**config.mk**
```make
export PLATFORM = sky130hd
export DESIGN_NAME = addsub_pipe
export DESIGN_NICKNAME = d
export VERILOG_FILES = /design/src/rtl/addsub_pkg.sv /design/src/rtl/addsub_core.sv /design/src/rtl/addsub_pipe.sv
export SDC_FILE = /design/constraint.sdc
export NUM_CORES = 1
export LEC_CHECK = 0
export ABC_AREA = 1
export BUFFER_PORTS_ARGS = -buffer_cell sky130_fd_sc_hd__buf_2
export CORE_UTILIZATION = 54
export DETAILED_ROUTE_END_ITERATION = 12
export PLACE_DENSITY = 0.86
export SETUP_SLACK_MARGIN = 0.5
export SYNTH_ARGS = -nofsm -noshare
export SYNTH_HDL_FRONTEND = slang
export SYNTH_SLANG_ARGS = --single-unit
```
**constraint.sdc**
```tcl
create_clock -name clk -period 2.4 [get_ports clk]
set_input_delay 0.6 -clock clk [delete_from_list [all_inputs] [get_ports clk]]
set_output_delay 0.6 -clock clk [all_outputs]
set_load 0.02 [all_outputs]
```
**src/rtl/addsub_pkg.sv**
```systemverilog
// Shared definitions for the add/subtract pipeline: operation encoding and
// the signed saturation limits used when ADDSUB_SAT_EN is defined.
package addsub_pkg;

  typedef enum logic [1:0] {
    OP_ADD     = 2'b00,
    OP_SUB     = 2'b01,
    OP_ACC_ADD = 2'b10,
    OP_ACC_SUB = 2'b11
  } op_e;

  localparam int SAT_MAX_WIDTH = 64;

  // Signed extreme for a width: 100..0 when neg, else 011..1 (low bits used).
  function automatic logic [SAT_MAX_WIDTH-1:0] signed_extreme(input int width, input logic neg);
    logic [SAT_MAX_WIDTH-1:0] msb;
    msb = 64'd1 << (width - 1);
    return neg ? msb : (msb - 64'd1);
  endfunction

endpackage

```
**src/rtl/addsub_core.sv**
```systemverilog
// Combinational WIDTH-bit adder/subtractor: sum = x + (sub ? ~b : b) + sub,
// with carry out of the MSB and two's-complement overflow.
module addsub_core #(
  parameter int WIDTH = 8
) (
  input  logic [WIDTH-1:0] i_x,
  input  logic [WIDTH-1:0] i_b,
  input  logic             i_sub,
  output logic [WIDTH-1:0] o_sum,
  output logic             o_carry,
  output logic             o_overflow
);

  logic [WIDTH-1:0] w_b_eff;
  logic [WIDTH:0]   w_full;

  assign w_b_eff = i_sub ? ~i_b : i_b;
  assign w_full  = {1'b0, i_x} + {1'b0, w_b_eff} + {{WIDTH{1'b0}}, i_sub};

  assign o_sum      = w_full[WIDTH-1:0];
  assign o_carry    = w_full[WIDTH];
  // Like-signed operands whose result flips sign have overflowed.
  assign o_overflow = (i_x[WIDTH-1] == w_b_eff[WIDTH-1]) && (w_full[WIDTH-1] != i_x[WIDTH-1]);

endmodule

```
**src/rtl/addsub_pipe.sv**
```systemverilog
// Two-stage pipelined add/sub unit with running accumulator and flags.
// Optional build macro ADDSUB_SAT_EN: saturate s (and acc) on signed overflow.
module addsub_pipe
  import addsub_pkg::*;
#(
  parameter int WIDTH = 8
) (
  input  logic             clk,
  input  logic             rst,
  input  logic             in_valid,
  output logic             in_ready,
  input  logic [WIDTH-1:0] a,
  input  logic [WIDTH-1:0] b,
  input  logic [1:0]       op,
  input  logic             acc_clr,
  output logic             out_valid,
  input  logic             out_ready,
  output logic [WIDTH-1:0] s,
  output logic             carry,
  output logic             overflow,
  output logic             zero,
  output logic [WIDTH-1:0] acc
);

  // Handshakes: a beat moves on a rising edge where valid && ready are both
  // high; valid never depends on ready, and a held beat keeps its data stable.

  logic             r_s1_valid;
  op_e              r_s1_op;
  logic [WIDTH-1:0] r_s1_a;
  logic [WIDTH-1:0] r_s1_b;
  logic             r_s2_valid;
  logic [WIDTH-1:0] r_s;
  logic             r_carry;
  logic             r_overflow;
  logic             r_zero;
  logic [WIDTH-1:0] r_acc;

  logic             w_s2_load;
  logic             w_in_fire;
  logic             w_sub;
  logic             w_use_acc;
  logic [WIDTH-1:0] w_x;
  logic [WIDTH-1:0] w_sum;
  logic             w_carry;
  logic             w_overflow;
  logic [WIDTH-1:0] w_s_final;

  assign w_s2_load = r_s1_valid && (!r_s2_valid || out_ready);
  assign in_ready  = !r_s1_valid || w_s2_load;
  assign w_in_fire = in_valid && in_ready;

  assign w_sub     = (r_s1_op == OP_SUB) || (r_s1_op == OP_ACC_SUB);
  assign w_use_acc = (r_s1_op == OP_ACC_ADD) || (r_s1_op == OP_ACC_SUB);
  // acc is read at S2 load, so every earlier ACC op has already written it.
  assign w_x       = w_use_acc ? r_acc : r_s1_a;

  addsub_core #(.WIDTH(WIDTH)) u_core (
    .i_x        (w_x),
    .i_b        (r_s1_b),
    .i_sub      (w_sub),
    .o_sum      (w_sum),
    .o_carry    (w_carry),
    .o_overflow (w_overflow)
  );

`ifdef ADDSUB_SAT_EN
  // Overflow direction follows the sign of X (both operands share it).
  assign w_s_final = w_overflow ? WIDTH'(signed_extreme(WIDTH, w_x[WIDTH-1])) : w_sum;
`else
  assign w_s_final = w_sum;
`endif

  always_ff @(posedge clk) begin
    if (rst) begin
      r_s1_valid <= 1'b0;
      r_s1_op    <= OP_ADD;
      r_s1_a     <= '0;
      r_s1_b     <= '0;
    end else if (w_in_fire) begin
      r_s1_valid <= 1'b1;
      r_s1_op    <= op_e'(op);
      r_s1_a     <= a;
      r_s1_b     <= b;
    end else if (w_s2_load) begin
      r_s1_valid <= 1'b0;
    end
  end

  always_ff @(posedge clk) begin
    if (rst) begin
      r_s2_valid <= 1'b0;
      r_s        <= '0;
      r_carry    <= 1'b0;
      r_overflow <= 1'b0;
      r_zero     <= 1'b0;
    end else if (w_s2_load) begin
      r_s2_valid <= 1'b1;
      r_s        <= w_s_final;
      r_carry    <= w_carry;
      r_overflow <= w_overflow;
      r_zero     <= (w_s_final == '0);
    end else if (out_ready) begin
      r_s2_valid <= 1'b0;
    end
  end

  // A clear in the same cycle as an ACC load wins over the write-back.
  always_ff @(posedge clk) begin
    if (rst) begin
      r_acc <= '0;
    end else if (acc_clr) begin
      r_acc <= '0;
    end else if (w_s2_load && w_use_acc) begin
      r_acc <= w_s_final;
    end
  end

  assign out_valid = r_s2_valid;
  assign s         = r_s;
  assign carry     = r_carry;
  assign overflow  = r_overflow;
  assign zero      = r_zero;
  assign acc       = r_acc;

endmodule
```
Word level (Yosys, flattened, before mapping)
Cells that the tools add are included.
- ROM bits: 0
- output and inout bits: 21
- memories kept: 0
- bits in registers: 39
- latch bits: 0
- bits in writable memories: 0
- word-level logic and storage cells: 38
- shift-type cells: 0
- reductions and logical operators: 14
- bitwise gates (word level): 1
- magnitude comparators: 0
- multiplexer cells: 6
- equal/unequal tests: 5
- div/mod/pow operators: 0
- multiply operators: 0
- add/subtract/negate cells: 2
- operators by type and width (kind ; count):
    8-bit two-way mux ; 2
    8-bit by 8-bit adder with 9-bit output ; 1
    9-bit by 1-bit adder with 9-bit output ; 1
    8-bit logical NOT ; 1
    8-bit NOT ; 1
    2-bit equality test (second input constant) ; 2
    1-bit logical AND ; 4
    1-bit logical OR ; 4
    1-bit two-way mux ; 4
    2-bit nonzero test ; 2
    2-bit by 1-bit equality test with 1-bit output (second input constant) ; 1
    1-bit logical NOT ; 2
    2-bit OR reduction ; 1
    1-bit equality test ; 1
    1-bit != test ; 1

Depth between registers and ports, before layout
- depth in word-level cells: 7
- mapped depth: 16
- depth with buffers taken out: 15

Cells and area by module
Synthesis repeated with hierarchy kept, for this count alone.
- cell total of the unflattened synthesis: 310
- area total of the unflattened synthesis: 2269.7 um^2
- modules (own cells, without submodules) (module ; area an instance (um^2) ; cells each ; instances):
    addsub_pipe ; 1779.2 ; 240 ; 1
    addsub_core ; 490.5 ; 70 ; 1

Worst setup path before layout
Ideal clock, no wire load.
- path kind: reg-to-reg
- from: register r_s1_op[1]
- to: register r_acc[7] (netlist: acc[7])
- stages on the path, launching flop included: 15
- library setup time: 0.116 ns
- arrival: 1.967 ns
- required time: 2.284 ns
- slack: 0.316 ns
- cell sequence: dfxtp_1 -> inv_2 -> clkbuf_1 -> o21ai_0 -> ha_1 -> nand2_2 -> inv_1 -> a21oi_4 -> nand2_4 -> nand2_4 -> nand3_1 -> nand2_2 -> nand2_1 -> o211ai_1 -> inv_1
- longest elaborated chain between the ends: 5
- ends and longest elaborated chain (item ; line ; text):
    start: declaration ; addsub_pipe.sv:29 ; op_e r_s1_op;
    start signal: assignment ; addsub_pipe.sv:82 ; r_s1_op <= op_e'(op);
    2-bit equality test (tied with other cells) ; addsub_pipe.sv:54 ; assign w_use_acc = (r_s1_op == OP_ACC_ADD) || (r_s1_op == OP_ACC_SUB);
    1-bit logical OR, on equally long branches ; addsub_pipe.sv:54, addsub_pipe.sv:53 ;
    8-bit two-way mux, on equally long branches ; addsub_pipe.sv:56, addsub_core.sv:17 ;
    8-bit by 8-bit adder with 9-bit output ; addsub_core.sv:18 ; assign w_full = {1'b0, i_x} + {1'b0, w_b_eff} + {{WIDTH{1'b0}}, i_sub};
    9-bit by 1-bit adder with 9-bit output ; addsub_core.sv:18 ;
    end signal: assignment ; addsub_pipe.sv:115 ; r_acc <= w_s_final;
    end: declaration ; addsub_pipe.sv:37 ; logic [WIDTH-1:0] r_acc;
Several ways; a longest one is shown, not always the timed one.
A chain may end at the register's enable or synchronous reset.

Worst setup path in the final report
- from: register r_s1_op[0]
- to: register r_acc[7] (netlist: acc[7])
Same word-level chain as after synthesis.

==> flow_metrics.tcl <==
set metrics [dict create \
    status "complete, no violations" \
    synth_cell_types 28 \
    grt_use_total_pct 27.9 \
    worst-path-max-fanout 8 \
    globalplace.congestion 0.857 \
    pwr-share-seq_pct 43.0 \
    grt.overflow.total 0 \
    muxShareOfSynthArea_pct 0 \
    register_area_sq_um 787 \
    synth-xor-area-share_pct 4.25 \
    power.total_mw 1.67 \
    crit_family "simple AND/OR/NAND/NOR gates" \
    holdCritStartpoint "s[2]$_SDFFE_PP0P_" \
    synth_fp_nets 308 \
    die_w_microns 63.4 \
    slew_viol_final 0 \
    multi_input_area_sq_um 1260 \
    power.internal_mw 1.10 \
    numCtsBuffers 5 \
    n_antenna_cell 0 \
    wl_per_cell_microns 14.1 \
    n_fill_cell 258 \
    finalSetupViolCount 0 \
    critical_path.cell_chain "buf_6 > xor2_1 > ha_4 > nand2_2 > inv_2 > a21oi_4 > nand2_4 > nand2_4 > nand3_2 > nand2_2 > nand2_1 > o211ai_1 > inv_1" \
    synth-simple-area-share_pct 26.6 \
    crit_slowest_cell "dfxtp_2" \
    power_frac_clock_pct 25.8 \
    synth_compound_area_share_pct 16.7 \
    cts_tree "built" \
    swShare_pct 34.0 \
    leakage_nw 1.35 \
    fin_skew_ns 0.00490 \
    finalHoldViolCount 0 \
    cp-start-kind "flip-flop" \
    grt_max_degree 24 \
    antenna_found_initial 0 \
    ant_nets 0 \
    path_clk_slew_ns 0.07 \
    cpPeakStageDelay_ns 0.35 \
    timing.rr.end "acc[7]$_SDFFE_PP0P_" \
    num_vias 2054 \
    fp.dieH_microns 63.4 \
    p_sw_mw 0.568 \
    coreArea_sq_um 3470 \
    combPwrFrac_pct 31.2 \
    postLayoutCoreUtil_pct 76.4 \
    worst_pin_slew_ns 0.578 \
    critical_path_class "flip-flop to flip-flop" \
    min_period_ns 2.05 \
    min_path_cells 2 \
    io_pins 44 \
    finalCritPeriodShare_pct 85.2 \
    die_area_sq_um 4010 \
    syn2layout_area_growth_pct 30.3 \
    vias_per_cell 5.42 \
    startpoint "r_s1_op[0]$_SDFFE_PP0P_" \
    rrSetupSlack_ns 0.35 \
    ys_seq_area_share_pct 38.4 \
    tns_ns 0 \
    portBuffers 43 \
    maxCapViolations 0 \
    synthAdderAreaFrac_pct 5.29 \
    grt_pass1_wl_microns 8530 \
    drt_wl_total_microns 5330 \
    cts_sinks 39 \
    synth_cells 277 \
    dr.pass1.iters 4 \
    design_area_sq_um 2650 \
    holdPathEnd "s[2]$_SDFFE_PP0P_" \
    synth_top_family_by_area "simple AND/OR/NAND/NOR gates" \
    cts_buffer_depth 2 \
    worstPathArrival_ns 2.24 \
    start_util_pct 58.6 \
    ys.warnings.count 0 \
    ys_ff_latch 39 \
    r2r_cells 13 \
    drtIter0Drc 133 \
    hold_class "flip-flop to flip-flop" \
    relSlewSlack_pct 61.5 \
    max-vdd-ir-drop_mv 0.379 \
    required_ns 2.59 \
    drive_above_1_share_pct 36.9 \
    syn-cell-area_sq_um 2030 \
    place_area_sq_um 2290 \
    row_count 21 \
    clock_latency_ns 0.30 \
    htreeDepth 2 \
    final_nets 363 \
    cts-root-buf "clkbuf_8" \
    drc 0 \
    end_kind "flip-flop" \
    avgSynthCellArea_sq_um 7.34 \
    timing.fmax_mhz 489 \
    rsz0062_at_grt "yes" \
    timing.rr.start "r_s1_op[0]$_SDFFE_PP0P_" \
    dp_hpwl_microns 3310 \
    critPathBufInv 3 \
    cellPowerDensity_nw_per_um2 631 \
    grt_pass1_vias 1847 \
]
-- worst max-delay path by stage --
stage                          endpoint  slack, ns  cells past startpoint
detailed placement    zero$_SDFFE_PP0P_       0.30                     15
global route          s[7]$_SDFFE_PP0P_       0.24                     14
floorplan           acc[7]$_SDFFE_PP0P_       0.51                     16
CTS                   zero$_SDFFE_PP0P_       0.40                     14
global placement      zero$_SDFFE_PP0P_       0.34                     15
finish              acc[7]$_SDFFE_PP0P_       0.35                     13
-- power by group through the flow --
stage | Clock (mW) | Combinational [mW] | Sequential (mW)
floorplan | 0 | 0.269 | 0.744
global placement | 0 | 0.370 | 0.725
detailed placement | 0 | 0.380 | 0.726
CTS | 0.432 | 0.460 | 0.714
global route | 0.463 | 0.567 | 0.722
finish | 0.431 | 0.522 | 0.718
-- repair_timing --
action	in CTS	in global routing
resized for setup	27	18
endpoints found under the hold margin	0	0
cloned	1	0
pin swaps	9	15
setup buffers	8	3
setup endpoints to repair	8	11
hold buffers	0	0
-- per-stage QoR --
| stage | setup slack [ns] | cells | hold WS [ns] |
|---|---|---|---|
| after detailed placement | 0.295 | 359 | 0.452 |
| after global routing | 0.240 | 379 | 0.510 |
| final | 0.354 | 379 | 0.461 |
| after CTS | 0.399 | 376 | 0.463 |
| after global placement | 0.337 | 359 | 0.450 |
| after floorplan | 0.509 | 277 | 0.450 |
-- routing by layer --
metal / wire length [microns] / vias to the layer above / share of wire (%) / track usage, %
met2: 2570 / 99 / 48 / 44.3
met1: 2200 / 944 / 41 / 34.6
met3: 422 / 14 / 7.9 / 7.43
met4: 132 / 0 / 2.5 / 13.6
met5: 0 / - / 0 / 0
li1: - / 997 / - / -
-- layout by cell type (no fill, tap or decap), types with 6 or more instances in the layout --
cell / Yosys / layout
buf_2: 2 / 43
nor2_1: 42 / 41
dfxtp_1: 39 / 36
o21ai_0: 36 / 31
nand2_1: 42 / 28
inv_1: 30 / 28
nand2_2: 6 / 17
a21oi_1: 17 / 16
buf_4: 0 / 11
nand3_1: 11 / 8
nand2_4: 3 / 6
inv_2: 5 / 6
nand3_2: 3 / 6
-- synth_stat cells --
cell      count  share of area (%)
inv_2         5               0.92
a21oi_2       2               0.86
nand3_1      11                2.7
a21oi_1      17                4.2
nor2_2        2               0.62
xor2_1        8                3.4
a21oi_4       1               0.80
or2_1         3               0.92
nand4_1       3               0.92
o211ai_2      1               0.62
nand3_2       3                1.5
buf_2         2               0.49
nand2_1      42                7.8
a31oi_1       1               0.31
clkbuf_2      1               0.25
inv_1        30                5.5
buf_6         1               0.55
nor2_1       42                7.8
o21ai_0      36                8.9
clkbuf_1      5               0.92
o211ai_1      3                1.1
nand2_2       6                1.8
ha_1          7                4.3
nor2_8        1               0.98
nand2_4       3                1.7
dfxtp_1      39                 38
xnor2_2       1               0.80
fa_1          1               0.98
-- sequential cells by signal, indices dropped and copies added, names as in the netlist --
| name | flops |
|---|---|
| zero | 1 |
| overflow | 1 |
| s | 8 |
| r_s1_op | 2 |
| r_s1_b | 8 |
| r_s1_a | 8 |
| carry | 1 |
| r_s1_valid | 1 |
| out_valid | 1 |
| acc | 8 |
-- worst register-to-register path: stages, from the launching register on --
cell	delay, ns
dfxtp_2	0.35
buf_6	0.16
xor2_1	0.29
ha_4	0.28
nand2_2	0.10
inv_2	0.05
a21oi_4	0.14
nand2_4	0.10
nand2_4	0.09
nand3_2	0.06
nand2_2	0.11
nand2_1	0.07
o211ai_1	0.08
inv_1	0.06
-- area by class of cell --
cell class                 count  area share, %
clock buffer                   7           2.88
sequential                    39           29.7
multi-input combinational    194           47.5
tap                           46           2.17
timing repair inverter         1          0.236
clock inverter                 1          0.189
inverter                      35           5.24
timing repair buffer          56           12.1
-- cell families (layout without fill, tap and decap cells) --
logic type	count (synthesis)	after routing
and+or+nand+nor	116	116
AOI/OAI and AO/OA	61	61
buffers and inverters	44	100
DFF	39	39
xor gates and xnor gates	9	9
adders and majority gates	8	8
(Power assumes the default switching activity.)
